## src/rtl/fir_axil_master.sv

```systemverilog
// fir_axil_master: AXI4-Lite initiator that turns single commands (write, read,
// poll) into AXI-Lite transactions toward the FIR configuration slave.
//
// Handshake rule used on every channel here: a transfer happens on the rising
// edge where VALID and READY are both high; VALID, once raised, stays high
// with stable payload until that edge, and READY carries no such obligation.
module fir_axil_master #(
    parameter int C_M_AXI_ADDR_WIDTH = 12,
    parameter int C_M_AXI_DATA_WIDTH = 32,
    parameter int POLL_MAX           = 1024,
    parameter int POLL_GAP           = 4
) (
    input  logic                          ACLK,
    input  logic                          ARESET,
    // command port
    input  logic                          cmd_valid,
    output logic                          cmd_ready,
    input  logic [1:0]                    cmd_op,
    input  logic [C_M_AXI_ADDR_WIDTH-1:0] cmd_addr,
    input  logic [C_M_AXI_DATA_WIDTH-1:0] cmd_data,
    // response port
    output logic                          rsp_valid,
    input  logic                          rsp_ready,
    output logic [C_M_AXI_DATA_WIDTH-1:0] rsp_data,
    output logic                          rsp_err,
    // AXI-Lite write address / data
    output logic [C_M_AXI_ADDR_WIDTH-1:0] AWADDR,
    output logic                          AWVALID,
    input  logic                          AWREADY,
    output logic [C_M_AXI_DATA_WIDTH-1:0] WDATA,
    output logic                          WVALID,
    input  logic                          WREADY,
    // AXI-Lite read address / data
    output logic [C_M_AXI_ADDR_WIDTH-1:0] ARADDR,
    output logic                          ARVALID,
    input  logic                          ARREADY,
    input  logic [C_M_AXI_DATA_WIDTH-1:0] RDATA,
    input  logic                          RVALID,
    output logic                          RREADY,
    // FSM state for observation
    output logic [2:0]                    dbg_state
);

    localparam int AW  = C_M_AXI_ADDR_WIDTH;
    localparam int DW  = C_M_AXI_DATA_WIDTH;
    localparam int PCW = $clog2(POLL_MAX + 1);
    localparam int GCW = $clog2(POLL_GAP + 2);

    localparam logic [PCW-1:0] POLL_LAST = PCW'(POLL_MAX);
    localparam logic [GCW-1:0] GAP_LAST  = GCW'((POLL_GAP > 0) ? (POLL_GAP - 1) : 0);

    localparam logic [2:0] S_IDLE = 3'd0;
    localparam logic [2:0] S_WR   = 3'd1;
    localparam logic [2:0] S_RD_A = 3'd2;
    localparam logic [2:0] S_RD_D = 3'd3;
    localparam logic [2:0] S_GAP  = 3'd4;
    localparam logic [2:0] S_RSP  = 3'd5;

    localparam logic [1:0] OP_WR   = 2'b00;
    localparam logic [1:0] OP_RD   = 2'b01;
    localparam logic [1:0] OP_POLL = 2'b10;

    logic [2:0]     state_q,     state_d;
    logic [1:0]     op_q,        op_d;
    logic [AW-1:0]  addr_q,      addr_d;
    logic [DW-1:0]  data_q,      data_d;
    logic           awvalid_q,   awvalid_d;
    logic           wvalid_q,    wvalid_d;
    logic           arvalid_q,   arvalid_d;
    logic           rready_q,    rready_d;
    logic           rsp_valid_q, rsp_valid_d;
    logic [DW-1:0]  rsp_data_q,  rsp_data_d;
    logic           rsp_err_q,   rsp_err_d;
    logic [PCW-1:0] poll_cnt_q,  poll_cnt_d;
    logic [GCW-1:0] gap_cnt_q,   gap_cnt_d;

    logic [PCW-1:0] poll_cnt_inc;
    logic           poll_hit;

    // Address and data registers feed both AXI channels; they only change at
    // command acceptance, so they are stable for the whole transaction.
    assign cmd_ready = (state_q == S_IDLE) && !ARESET;
    assign AWADDR    = addr_q;
    assign ARADDR    = addr_q;
    assign WDATA     = data_q;
    assign AWVALID   = awvalid_q;
    assign WVALID    = wvalid_q;
    assign ARVALID   = arvalid_q;
    assign RREADY    = rready_q;
    assign rsp_valid = rsp_valid_q;
    assign rsp_data  = rsp_data_q;
    assign rsp_err   = rsp_err_q;
    assign dbg_state = state_q;

    assign poll_cnt_inc = poll_cnt_q + 1'b1;
    assign poll_hit     = ((RDATA & data_q) == data_q);

    // Next-state and next-output computation for the command sequencer.
    always_comb begin
        state_d     = state_q;
        op_d        = op_q;
        addr_d      = addr_q;
        data_d      = data_q;
        awvalid_d   = awvalid_q;
        wvalid_d    = wvalid_q;
        arvalid_d   = arvalid_q;
        rready_d    = rready_q;
        rsp_valid_d = rsp_valid_q;
        rsp_data_d  = rsp_data_q;
        rsp_err_d   = rsp_err_q;
        poll_cnt_d  = poll_cnt_q;
        gap_cnt_d   = gap_cnt_q;

        case (state_q)
            S_IDLE: begin
                if (cmd_valid && cmd_ready) begin
                    op_d       = cmd_op;
                    addr_d     = cmd_addr;
                    data_d     = cmd_data;
                    poll_cnt_d = '0;
                    case (cmd_op)
                        OP_WR: begin
                            state_d   = S_WR;
                            awvalid_d = 1'b1;
                            wvalid_d  = 1'b1;
                        end
                        OP_RD, OP_POLL: begin
                            state_d   = S_RD_A;
                            arvalid_d = 1'b1;
                        end
                        default: begin
                            state_d     = S_RSP;
                            rsp_valid_d = 1'b1;
                            rsp_data_d  = '0;
                            rsp_err_d   = 1'b1;
                        end
                    endcase
                end
            end
            S_WR: begin
                // Each VALID retires on its own handshake; wait for both.
                awvalid_d = awvalid_q && !AWREADY;
                wvalid_d  = wvalid_q && !WREADY;
                if (!awvalid_d && !wvalid_d) begin
                    state_d     = S_RSP;
                    rsp_valid_d = 1'b1;
                    rsp_data_d  = '0;
                    rsp_err_d   = 1'b0;
                end
            end
            S_RD_A: begin
                if (ARREADY) begin
                    arvalid_d = 1'b0;
                    rready_d  = 1'b1;
                    state_d   = S_RD_D;
                end
            end
            S_RD_D: begin
                if (RVALID) begin
                    rready_d   = 1'b0;
                    poll_cnt_d = poll_cnt_inc;
                    if ((op_q != OP_POLL) || poll_hit) begin
                        state_d     = S_RSP;
                        rsp_valid_d = 1'b1;
                        rsp_data_d  = RDATA;
                        rsp_err_d   = 1'b0;
                    end else if (poll_cnt_inc == POLL_LAST) begin
                        state_d     = S_RSP;
                        rsp_valid_d = 1'b1;
                        rsp_data_d  = RDATA;
                        rsp_err_d   = 1'b1;
                    end else if (POLL_GAP == 0) begin
                        state_d   = S_RD_A;
                        arvalid_d = 1'b1;
                    end else begin
                        state_d   = S_GAP;
                        gap_cnt_d = '0;
                    end
                end
            end
            S_GAP: begin
                if (gap_cnt_q == GAP_LAST) begin
                    state_d   = S_RD_A;
                    arvalid_d = 1'b1;
                end else begin
                    gap_cnt_d = gap_cnt_q + 1'b1;
                end
            end
            S_RSP: begin
                if (rsp_ready) begin
                    rsp_valid_d = 1'b0;
                    state_d     = S_IDLE;
                end
            end
            default: begin
                state_d = S_IDLE;
            end
        endcase
    end

    // State registers; reset abandons any outstanding transaction and response.
    always_ff @(posedge ACLK) begin
        if (ARESET) begin
            state_q     <= S_IDLE;
            op_q        <= OP_WR;
            addr_q      <= '0;
            data_q      <= '0;
            awvalid_q   <= 1'b0;
            wvalid_q    <= 1'b0;
            arvalid_q   <= 1'b0;
            rready_q    <= 1'b0;
            rsp_valid_q <= 1'b0;
            rsp_data_q  <= '0;
            rsp_err_q   <= 1'b0;
            poll_cnt_q  <= '0;
            gap_cnt_q   <= '0;
        end else begin
            state_q     <= state_d;
            op_q        <= op_d;
            addr_q      <= addr_d;
            data_q      <= data_d;
            awvalid_q   <= awvalid_d;
            wvalid_q    <= wvalid_d;
            arvalid_q   <= arvalid_d;
            rready_q    <= rready_d;
            rsp_valid_q <= rsp_valid_d;
            rsp_data_q  <= rsp_data_d;
            rsp_err_q   <= rsp_err_d;
            poll_cnt_q  <= poll_cnt_d;
            gap_cnt_q   <= gap_cnt_d;
        end
    end

endmodule

```

## config.mk

```make
export PLATFORM = sky130hd
export DESIGN_NAME = fir_axil_master
export DESIGN_NICKNAME = d
export VERILOG_FILES = /design/src/rtl/fir_axil_master.sv
export SDC_FILE = /design/constraint.sdc
export NUM_CORES = 1
export LEC_CHECK = 0
export BUFFER_PORTS_ARGS = -buffer_cell sky130_fd_sc_hd__clkbuf_2
export CORE_MARGIN = 5
export CORE_UTILIZATION = 47
export DETAILED_ROUTE_END_ITERATION = 6
export MAX_ROUTING_LAYER = met4
export PLACE_DENSITY = 0.79
export SETUP_SLACK_MARGIN = 0.2
export SYNTH_ARGS = -nofsm -noshare
export SYNTH_HDL_FRONTEND = slang
export SYNTH_SLANG_ARGS = --single-unit
```

## constraint.sdc

```tcl
create_clock -name ACLK -period 2.2 [get_ports ACLK]
set_clock_uncertainty 0.1 [all_clocks]
set_input_delay 0.11 -clock ACLK [delete_from_list [all_inputs] [get_ports ACLK]]
set_output_delay 0.11 -clock ACLK [all_outputs]
set_load 0.02 [all_outputs]
```

=== Word level (Yosys, flattened, before mapping) ===
Cells that the tools add are included.

* Bits in registers: 101
* Output and inout bits: 98

* Add/sub/neg operators: 2
* Equal/unequal tests: 24
* Muxes and demuxes: 49
* Bitwise operators: 1
* Reductions and logical operators: 31

{| class="wikitable"
|+ Operators by type and width
! cell !! number
|-
| $mux 32 || 6
|-
| $pmux 32 s3 || 1
|-
| $and 32x32->32 || 1
|-
| $eq 32x32->1 || 1
|-
| $mux 3 || 10
|-
| $mux 11 || 2
|-
| $pmux 11 s2 || 1
|-
| $mux 1 || 20
|-
| $ne 2x2->1 const B || 10
|-
| $pmux 3 s6 || 1
|-
| $pmux 3 s2 || 2
|-
| $reduce_and 6->1 || 2
|-
| $add 11x1->11 const B || 1
|-
| $eq 11x11->1 const B || 1
|-
| $reduce_and 5->1 || 2
|-
| $eq 3x2->1 const B || 3
|-
| $reduce_and 3->1 || 3
|-
| $reduce_bool 2->1 || 4
|-
| $reduce_and 7->1 || 1
|-
| $eq 3x3->1 const B || 2
|-
| $ne 2x1->1 const B || 3
|-
| $pmux 1 s2 || 3
|-
| $pmux 1 s3 || 2
|-
| $reduce_bool 3->1 || 2
|-
| 15 further kinds || 23
|}

=== Logic depth before layout (Yosys ltp) ===
* Word-level depth: 6
* Depth in mapped cells: 7

=== Worst setup path after synthesis ===
OpenSTA, ideal clock, no wires.

* Path kind: register -> register
* From: register state_q[0], in the netlist dbg_state[0]
* To: register rsp_data_q[10], in the netlist rsp_data[10]
* Setup time: 0.059 ns
* Arrival time: 1.816 ns
* Required time: 2.041 ns
* Path slack: 0.225 ns
* Stages on the path, launching flop included: 8
* Path buffers: 2
* Clock period less this slack: 1.975 ns
* Cells stage by stage: dfxtp_1 > nor2b_1 > buf_2 > nand2_2 > or3_1 > o32ai_4 > buf_4 > a22o_1

* Word-level cells in the longest chain between the ends: 5
* Elaborated cells on any way between the ends: 13

{| class="wikitable"
|+ Ends and longest elaborated chain
! element !! line !! RTL
|-
| start: declaration || 63 || <nowiki>logic [2:0] state_q, state_d;</nowiki>
|-
| start signal: assignment || 218 || <nowiki>state_q <= state_d;</nowiki>
|-
| $logic_not 3->1 || 82, 114 ||
|-
| $logic_and 1x1->1 || 82 || <nowiki>assign cmd_ready = (state_q == S_IDLE) && !ARESET;</nowiki>
|-
| $logic_and 1x1->1 || 116 || <nowiki>if (cmd_valid && cmd_ready) begin</nowiki>
|-
| $ne 2x1->1 (no source line) || n/a ||
|-
| $reduce_and 6->1 (no source line) || n/a ||
|-
| end signal: assignment || 227 || <nowiki>rsp_data_q <= rsp_data_d;</nowiki>
|-
| end: declaration || 72 || <nowiki>logic [DW-1:0] rsp_data_q, rsp_data_d;</nowiki>
|}

Several ways; a longest one is shown, not always the timed one.
A chain may end at the register's enable or synchronous reset.

=== Final worst setup path ===
* From: input RDATA[22]
* To: register rsp_data_q[11], in the netlist rsp_data[11]

* Word-level cells in the longest chain between the ends: 6
* Elaborated cells on any way between the ends: 8

{| class="wikitable"
|+ Ends and longest elaborated chain
! element !! line !! RTL
|-
| start: declaration || 37 || <nowiki>input logic [C_M_AXI_DATA_WIDTH-1:0] RDATA,</nowiki>
|-
| $and 32x32->32 * || 96 || <nowiki>assign poll_hit = ((RDATA & data_q) == data_q);</nowiki>
|-
| $eq 32x32->1 * || 96 ||
|-
| $logic_or 1x1->1 * || 162 || <nowiki>if ((op_q != OP_POLL) || poll_hit) begin</nowiki>
|-
| $mux 32 || 162 ||
|-
| $mux 32 || 159 || <nowiki>if (RVALID) begin</nowiki>
|-
| $pmux 32 s3 || 114 || <nowiki>case (state_q)</nowiki>
|}

Mark *: on every way between the ends. The rest lies on a longest branch, timed or not. The select of a mux whose other input is x is not followed.

==> impl_metrics.yaml <==
status:
  status: "complete, no violations"
worst_setup_path:
  r2r_cells: 7
  crit_type: "in -> reg"
  critPathRequiredTime_ns: 2.42
  timing.rr.end: "rsp_data[11]"
  cpPeakStageDelay_ns: 0.54
  r2r-start: "WDATA[7]"
  critPathCapture: "rsp_data[11]"
  cp.buffers_inverters: 4
  regToRegSetupSlack_ns: 0.16
  crit_fanout: 8
  worst-path-stages: 9
  critPathSlowestCell: "dlygate4sd3_1"
  critical_path.top_delay_family: "compound AO/OA/AOI/OAI gates"
  cp-end-kind: "flop"
  cp-start-kind: "input port"
  crit_start: "RDATA[22]"
  crit_chain: "dlygate4sd3_1 -> clkbuf_2 -> inv_1 -> a2111oi_2 -> nand4_1 -> o21bai_2 -> o211a_4 -> clkbuf_16 -> a22o_1"
  arrival_ns: 2.28
power_and_ir_drop:
  p_clk_share_pct: 19.6
  pwr-share-comb_pct: 41.9
  switchingPower_mw: 2.63
  swShare_pct: 40.7
  leakage_nw: 3.18
  irDropWorstVdd_uv: 648
  power_density_nw_per_um2: 971
  seqPwrFrac_pct: 38.5
  p_int_mw: 3.83
  power.total_mw: 6.47
synth:
  syn-num-nets: 587
  syn-cell-area_um2: 4260
  ys_warn_count: 0
  synth_edf_count: 0
  avgSynthCellArea_um2: 8.59
  synth-main-ff-cell: "dfxtp_1"
  postSynthCellCount: 496
  yosysSeqAreaShare_pct: 47.5
  ys_ff_latch: 101
  ys_types: 51
  async_flop_share_pct: 0
route:
  num_vias: 4977
  ant_nets: 0
  firstDrtPassIters: 5
  drt_iter0_drc: 406
  avgViaCountPerCell: 5.69
  drc: 0
  wirelength_um: 16600
  avgRoutedWirePerCell_um: 19.0
timing:
  finalWorstPathRequiredPeriod_ns: 2.06
  max_slew_margin_pct: 68.2
  slew_viol_final: 0
  finalHoldViolCount: 0
  setup_violations: 0
  setup_ws_ns: 0.144
  fin_tns_setup_ns: 0
  fmax_ghz: 0.486
  finalCritPeriodShare_pct: 93.4
  tightest_slew_ns: 0.474
  rsz0062_at_grt: "yes"
placement:
  dp_hpwl_um: 10300
  place_congestion: 0.883
  dp_slack_ns: -0.0368
  dp.cells: 765
  io_buffers: 183
grt:
  grt_pass1_vias: 4801
  grt_max_degree: 33
  grt_util_all_layers_pct: 27.3
  overflow: 0
  antenna_found_initial: 0
  grt_pass1_wl_um: 24300
finish:
  drive_gt1_share_pct: 35.8
  finalNetCount: 851
  utilization_pct: 76.0
  fin_cells: 875
  area_delta_synth_final_pct: 56.4
clock_tree:
  cts.htree.levels: 3
  cts_tree: "yes"
  cts_root_buffer: "clkbuf_8"
  cts-buffers-inserted: 9
  clock-sinks: 101
  path_clk_slew_ns: 0.11
  clock_path_buffers: 2
  clock_insertion_delay_worst_skew_ns: 0.37
worst_hold_path:
  hp-class: "in -> reg"
die:
  chipWidth_um: 105
  row_count: 34
  die_height_um: 105
  die_area_um2: 11100
  num_io_pins: 184
  core_area_um2: 8760
  start_util_pct: 48.6
run:
  max_cap_violations: 0
## sequential cells by signal, summed over array words and instances (netlist names)
register    cells
ARADDR         12
ARVALID         1
AWVALID         1
RREADY          1
WDATA          32
WVALID          1
dbg_state       3
gap_cnt_q       3
op_q            2
poll_cnt_q     11
rsp_data       32
rsp_err         1
rsp_valid       1
## timing repair
item                                    in CTS  in global routing
endpoints found under the setup margin      40                 41
hold buffers                                81                  0
hold endpoints to repair                    81                  0
gates cloned                                 0                  2
pin swaps                                    3                 28
gates resized for setup                     19                 40
buffers inserted                             0                  9
## worst min-delay path by stage
stage / start / end / slack [ns] / cells past startpoint
3_3_place_gp: cmd_data[10] / WDATA[10] / 0.19 / 3
6_report: ARREADY / ARVALID / 0.06 / 3
4_1_cts: ARREADY / ARVALID / 0.05 / 3
3_5_place_dp: cmd_data[15] / WDATA[15] / 0.20 / 3
5_1_grt: ARREADY / ARVALID / 0.09 / 3
2_1_floorplan: cmd_addr[0] / ARADDR[0] / 0.11 / 2
## layout by cell type (no fill, tap or decap), drive strengths merged, types with 3 or more instances in the layout
cell and instances:
clkbuf 194, nand2 101, dfxtp 101, dlygate4sd3 81, nand3 54, a22o 32
buf 30, nor2b 27, nor2 21, inv 21, a21oi 17, a2111oi 9
o21ai 7, a211oi 5, ha 5, nor4 5, nor3 5, nand4 4
a31oi 4, a311oi 4, and3 3
## kinds of logic (layout without fill, tap and decap cells)
kind of cell | Yosys count | in the layout | share of synthesized area, %
other | 0 | 2 | 0
AND/OR/NAND/NOR | 231 | 231 | 25.7
flip-flops | 101 | 101 | 47.5
adder cells (fa/ha/maj) | 5 | 5 | 1.47
XOR/XNOR | 1 | 1 | 0.206
AO/OA/AOI/OAI | 98 | 98 | 18.2
buffers and inverters | 60 | 329 | 6.99
## layout make-up
class	instances	area [µm²]
timing repair buffer	295	2020
clock buffer	10	138
fill	552	2100
inverter	18	67.6
sequential	101	2040
multi-input combinational	335	2180
clock inverter	6	73.8
tap	108	135
antenna	2	5.00
## power groups by stage
| stage | Clock (mW) | Combinational (mW) | Sequential [mW] |
|---|---|---|---|
| final | 1.26 | 2.71 | 2.49 |
| after global routing | 1.35 | 2.89 | 2.53 |
| after CTS | 1.28 | 2.45 | 2.44 |
| after detailed placement | 0 | 2.27 | 2.47 |
| after global placement | 0 | 2.24 | 2.45 |
| after floorplan | 0 | 1.17 | 2.74 |
## worst register-to-register path, cell delays in order, from the launching register on
cell and delay, ns:
dfxtp_1 0.34, nor2b_1 0.18, a2111oi_4 0.32, nand4_1 0.24, o21bai_2 0.25, o211a_4 0.23
clkbuf_16 0.16, a22o_1 0.17
## layer usage
metal / vias up / GRT usage [%] / routed length (µm)
met5: - / - / 0
met4: 0 / 10.7 / 743
met3: 64 / 7.34 / 1580
met2: 324 / 45.4 / 8240
li1: 2260 / - / -
met1: 2329 / 31.3 / 6040
## Yosys cell counts, types with 5 or more instances
library cell | count | area, µm²
a21oi_1 | 17 | 85.1
nor3_1 | 5 | 25.0
ha_1 | 5 | 62.6
nor4_1 | 5 | 31.3
nand3_1 | 54 | 270
a211oi_1 | 5 | 37.5
a22o_1 | 32 | 280
a2111oi_0 | 9 | 78.8
nand2_1 | 100 | 375
clkbuf_1 | 16 | 60.1
dfxtp_1 | 101 | 2020
nor2b_1 | 27 | 169
nor2_1 | 20 | 75.1
o21ai_0 | 7 | 35.0
inv_1 | 16 | 60.1
buf_4 | 18 | 135
## per-stage QoR
step	instance area, µm²	hold slack (ns)
2_1_floorplan	4260	0.109
5_1_grt	6660	0.0878
4_1_cts	6350	0.0498
3_5_place_dp	5270	0.195
6_report	6660	0.0634
3_3_place_gp	5270	0.192
Power figures use the tool's default switching activity.
